<file path="src/rtl/fix_checksum.sv">
// fix_checksum: running mod-256 FIX checksum, trailing "<SOH>10=ddd<SOH>" parse and compare.
// Latency: chk_done_o/valid_o/calc_o are registered and appear one cycle after the terminating byte.
// Backpressure: none; one byte per cycle is accepted whenever byte_valid_i is high.
//
// Ports:
//   clk, rst          - core clock, asynchronous active-low reset
//   byte_valid_i      - byte_i/start_i are accepted on this rising edge
//   byte_i, start_i   - stream byte and first-byte-of-message marker
//   chk_done_o        - one-cycle pulse ending a checksum evaluation
//   valid_o           - checksum matched (only while chk_done_o is high)
//   calc_o            - sum snapshot taken at the SOH leading the "10=" field
module fix_checksum #(
   parameter logic [7:0] SOH = 8'h01
) (
   input  logic       clk,
   input  logic       rst,
   input  logic       byte_valid_i,
   input  logic [7:0] byte_i,
   input  logic       start_i,
   output logic       chk_done_o,
   output logic       valid_o,
   output logic [7:0] calc_o
);

   typedef enum logic [2:0] {
      IDLE     = 3'd0,
      BODY     = 3'd1,
      SOH_SEEN = 3'd2,
      GOT1     = 3'd3,
      GOT10    = 3'd4,
      DIG      = 3'd5,
      TERM     = 3'd6
   } state_t;

   state_t      state, state_nxt;
   logic [7:0]  sum, sum_nxt;
   logic [7:0]  soh_sum, soh_sum_nxt;
   logic [9:0]  recv, recv_nxt;
   logic [1:0]  ndig, ndig_nxt;
   logic        done_q, done_nxt;
   logic        pass_q, pass_nxt;
   logic [7:0]  calc_q, calc_nxt;

   logic [7:0]  sum_add;
   logic        is_digit;
   logic [9:0]  digit_val;
   logic        msg_end;
   logic        msg_pass;

   assign sum_add   = sum + byte_i;
   assign is_digit  = (byte_i >= 8'h30) && (byte_i <= 8'h39);
   assign digit_val = {6'd0, byte_i[3:0]};

   // State register and datapath registers
   always_ff @(posedge clk or negedge rst) begin
      if (!rst) begin
         state   <= IDLE;
         sum     <= 8'd0;
         soh_sum <= 8'd0;
         recv    <= 10'd0;
         ndig    <= 2'd0;
         done_q  <= 1'b0;
         pass_q  <= 1'b0;
         calc_q  <= 8'd0;
      end else begin
         state   <= state_nxt;
         sum     <= sum_nxt;
         soh_sum <= soh_sum_nxt;
         recv    <= recv_nxt;
         ndig    <= ndig_nxt;
         done_q  <= done_nxt;
         pass_q  <= pass_nxt;
         calc_q  <= calc_nxt;
      end
   end

   // Next-state and datapath update
   always_comb begin
      state_nxt   = state;
      sum_nxt     = sum;
      soh_sum_nxt = soh_sum;
      recv_nxt    = recv;
      ndig_nxt    = ndig;
      done_nxt    = 1'b0;
      pass_nxt    = 1'b0;
      calc_nxt    = calc_q;
      msg_end     = 1'b0;
      msg_pass    = 1'b0;

      if (byte_valid_i) begin
         if (start_i) begin
            // A start byte always wins, even over a terminating condition.
            sum_nxt  = byte_i;
            recv_nxt = 10'd0;
            ndig_nxt = 2'd0;
            if (byte_i == SOH) begin
               soh_sum_nxt = byte_i;
               state_nxt   = SOH_SEEN;
            end else begin
               state_nxt = BODY;
            end
         end else begin
            case (state)
               IDLE: begin
               end
               BODY, SOH_SEEN, GOT1, GOT10: begin
                  sum_nxt = sum_add;
                  if (byte_i == SOH) begin
                     // Snapshot includes this SOH; it is the value the tag must carry.
                     soh_sum_nxt = sum_add;
                     state_nxt   = SOH_SEEN;
                  end else if (state == SOH_SEEN && byte_i == 8'h31) begin
                     state_nxt = GOT1;
                  end else if (state == GOT1 && byte_i == 8'h30) begin
                     state_nxt = GOT10;
                  end else if (state == GOT10 && byte_i == 8'h3D) begin
                     state_nxt = DIG;
                  end else begin
                     state_nxt = BODY;
                  end
               end
               DIG: begin
                  if (is_digit && ndig != 2'd3) begin
                     recv_nxt = recv * 10'd10 + digit_val;
                     ndig_nxt = ndig + 2'd1;
                     if (ndig == 2'd2)
                        state_nxt = TERM;
                  end else begin
                     // Early SOH or any non-digit is a malformed tag.
                     msg_end = 1'b1;
                  end
               end
               TERM: begin
                  msg_end  = 1'b1;
                  msg_pass = (byte_i == SOH) && (recv == {2'b00, soh_sum});
               end
               default: state_nxt = IDLE;
            endcase

            if (msg_end) begin
               done_nxt  = 1'b1;
               pass_nxt  = msg_pass;
               calc_nxt  = soh_sum;
               state_nxt = IDLE;
               sum_nxt   = 8'd0;
               recv_nxt  = 10'd0;
               ndig_nxt  = 2'd0;
            end
         end
      end
   end

   // Outputs come straight from registers
   always_comb begin
      chk_done_o = done_q;
      valid_o    = pass_q;
      calc_o     = calc_q;
   end

endmodule

</file>
<file path="config.mk">
export PLATFORM = sky130hd
export DESIGN_NAME = fix_checksum
export DESIGN_NICKNAME = d
export VERILOG_FILES = /design/src/rtl/fix_checksum.sv
export SDC_FILE = /design/constraint.sdc
export NUM_CORES = 1
export LEC_CHECK = 0
export BUFFER_PORTS_ARGS = -buffer_cell sky130_fd_sc_hd__buf_2
export CAP_MARGIN = 15
export CELL_PAD_IN_SITES_DETAIL_PLACEMENT = 1
export CELL_PAD_IN_SITES_GLOBAL_PLACEMENT = 1
export CORE_MARGIN = 4
export CORE_UTILIZATION = 43
export CTS_CLUSTER_DIAMETER = 100
export DETAILED_ROUTE_END_ITERATION = 8
export MAX_ROUTING_LAYER = met4
export PLACE_DENSITY_LB_ADDON = 0.1
export SLEW_MARGIN = 5
export SYNTH_ARGS = -nofsm -noshare
export SYNTH_HDL_FRONTEND = slang
export SYNTH_SLANG_ARGS = --single-unit
export TNS_END_PERCENT = 10
</file>
<file path="constraint.sdc">
create_clock -name clk -period 2.4 [get_ports clk]
set_input_delay 0.24 -clock clk [delete_from_list [all_inputs] [get_ports clk]]
set_output_delay 0.24 -clock clk [all_outputs]
set_load 0.02 [all_outputs]
</file>
==> impl_metrics.json <==
{
  "syn_area_um2": 2844,
  "ir_drop_mv": 0.4365,
  "antenna_found_initial": 0,
  "cts_tree": "built",
  "multiInputGateArea_um2": 1809,
  "die-area_um2": 7979,
  "power_mw": 1.982,
  "die_width_um": 89.33,
  "synth_nets": 315,
  "combinationalPowerShare": 0.300,
  "power_frac_clock": 0.295,
  "fmax_ghz": 0.4281,
  "dp_hpwl_um": 5489,
  "finalHoldViolations": 0,
  "cts.sink_count": 41,
  "mostFrequentLayoutCells": "41 x dfrtp_1, 22 x nor2_1, 21 x nand2_1, 21 x buf_2",
  "clk_latency_ps": 300,
  "dieHeight_um": 89.33,
  "power_density_nw_per_um2": 597.7,
  "p_int_mw": 1.321,
  "cts_root_buffer": "clkbuf_8",
  "drt_iter0_markers": 66,
  "routed_wl_um": 7007,
  "vias": 2179,
  "clockBufferDepth": 2,
  "setup_viol": 0,
  "layout.cells.most_common": "dfrtp_1",
  "via_per_inst": 5.530,
  "io-pin-count": 22,
  "path_max_fanout": 2,
  "diodes": 0,
  "numCtsBuffers": 5,
  "core_area_um2": 6386,
  "grt_pass1_wl_um": 11690,
  "grt_overflow": 0,
  "nFillCells": 730,
  "critPathLaunchType": "flop",
  "ctsHoldBuffers": 0,
  "io_buffer_count": 21,
  "initial_core_util": 0.4453,
  "p_switching_mw": 0.6619,
  "seqCellArea_um2": 1026,
  "rows": 29,
  "swShare": 0.3339,
  "p_leak_nw": 1.582,
  "dr.pass1.iters": 4,
  "synth_flop_cell": "dfrtp_1",
  "hold_class": "in -> async",
  "layout.nets": 354,
  "slew_viol_final": 0,
  "clk_pin_slew_ps": 90,
  "yosysWarnings": 0,
  "final_core_util": 0.5194,
  "max-cap-violations": 0,
  "drive_above_1_share": 0.2618,
  "async_flop_share": 1.000,
  "avgSynthCellArea_um2": 10.27,
  "fin_crit_sh": 0.9734,
  "wire_per_inst_um": 17.78,
  "grt_pass1_vias": 2264,
  "postRouteAntennaNets": 0,
  "grtUsageTotal": 0.1981,
  "rsz0062_at_grt": "true",
  "yosysSeqAreaShare": 0.3608,
  "max_slew_margin": 0.3891,
  "fin_crit_ps": 2336,
  "sequentialPowerShare": 0.404,
  "yosysUniqueCellTypes": 55,
  "gp_congestion": 0.8347,
  "drc_errors": 0,
  "worst_slew_pin_slew_ps": 916.4,
  "outcome": "complete, no violations",
  "critical_path_class": "reg -> reg",
  "synthCells": 277,
  "grt_max_degree": 42,
  "synth.ff_latch_count": 41,
  "synth_edf_count": 0,
  "worstPathArrival_ps": 2520,
  "areaGrowthSynthToFinish_pct": 16.63,
  "startpoint": "recv[3]",
  "fin_skew_ps": 4.453,
  "cp.required_ps": 2580,
  "crit_path_end_kind": "flop",
  "rr_startpoint": "recv[3]",
  "cts.htree.levels": 2
}
==> power by group through the flow <==
stage / combinational (mW) / clock [mW] / sequential (mW)
2_1_floorplan: 0.444 / 0 / 0.794
3_3_place_gp: 0.570 / 0 / 0.813
3_5_place_dp: 0.587 / 0 / 0.817
4_1_cts: 0.592 / 0.605 / 0.803
5_1_grt: 0.669 / 0.625 / 0.811
6_report: 0.595 / 0.585 / 0.802
==> synthesized netlist by cell type, types with 2 or more instances <==
library cell  instances  area share
nand2_1              21       0.028
o21ai_0              16       0.028
mux2_2                3       0.012
inv_1                 4      0.0053
xor2_1               16       0.049
a21oi_1              15       0.026
a22o_1                5       0.015
nor4_1                2      0.0044
clkbuf_1              2      0.0026
nor2b_1               5       0.011
fa_1                  3       0.021
nand3_1               8       0.014
a22oi_1               5       0.013
a21oi_2               2      0.0062
mux2i_1               4       0.014
xnor2_1              10       0.031
o21bai_1              2      0.0053
a21o_1                5       0.013
or3_1                 2      0.0044
o31ai_1               5       0.013
buf_2                 6       0.011
dfrtp_1              41        0.36
mux2_4                8       0.042
nor2_1               22       0.029
and3_1                2      0.0044
ha_1                 23        0.10
o21a_1                3      0.0079
a31oi_1               2      0.0044
nand3b_1              2      0.0053
nor3_1                6       0.011
nor3b_1               2      0.0053
a211oi_1              2      0.0053
==> timing repair <==
item                       in CTS  in global routing
setup endpoints to repair       1                  3
resized for setup               3                  4
buffers inserted                2                  1
pin swaps                       7                  5
==> area by class of cell <==
class / count / area share
clock inverters: 3 / 0.01396
clock buffers: 5 / 0.02075
inverters: 4 / 0.004527
well taps: 77 / 0.02905
flip-flops and latches: 41 / 0.3093
repair buffers: 41 / 0.07695
multi-input cells: 223 / 0.5455
==> registers in the layout, summed over array words and instances (netlist names) <==
| register | cells |
|---|---|
| recv | 10 |
| calc_o | 8 |
| soh_sum | 8 |
| sum | 8 |
| state | 3 |
| ndig | 2 |
| chk_done_o | 1 |
| valid_o | 1 |
==> metrics by stage <==
| stage | hold slack (ps) | TNS, ps | instance area, um^2 | instances | setup slack [ps] |
|---|---|---|---|---|---|
| 6_report | 66.38 | 0 | 3317 | 394 | 63.84 |
| 5_1_grt | 138.2 | -32.63 | 3317 | 394 | -32.44 |
| 4_1_cts | 113.5 | -1.560 | 3291 | 393 | -1.560 |
| 3_5_place_dp | 446.1 | -109.7 | 3153 | 384 | -109.7 |
| 3_3_place_gp | 447.1 | 0 | 3153 | 384 | 40.12 |
| 2_1_floorplan | -55.59 | 0 | 2861 | 277 | 9.060 |
==> worst paths after layout <==
path,to,slack (ps),depth (start not counted)
worst max register to register,recv[9],60,9
worst max-delay path,recv[9],60,9
max in group asynchronous,sum[1],1760,1
min in group clk,sum[6],280,3
worst min register to register,recv[9],500,2
worst min-delay path,recv[6],70,1
==> cell families after synthesis <==
group | after synthesis | share of synthesized area
mux | 15 | 0.06819
fa+ha+maj | 26 | 0.1223
flops | 41 | 0.3608
compound gates | 68 | 0.1628
buf+inv | 13 | 0.02112
xor+xnor | 27 | 0.08799
simple gates | 87 | 0.1769
==> routing by layer <==
metal  wire length [um]  GRT usage  vias to the layer above
met5                  0          -                        -
met4                 87    0.04871                        0
met3                172    0.03041                        7
met2               3356     0.3048                       30
met1               3391     0.2738                     1061
li1                   -          -                     1081
==> worst max-delay path: stages (launching register included) <==
cell and delay (ps):
dfrtp_1 400, ha_1 340, ha_4 180, fa_2 390
a211oi_2 220, nor2_1 80, xor2_1 200, nand3b_1 120
xnor3_1 230, o21ai_1 60
No activity file was read; power rests on OpenSTA's default activity.
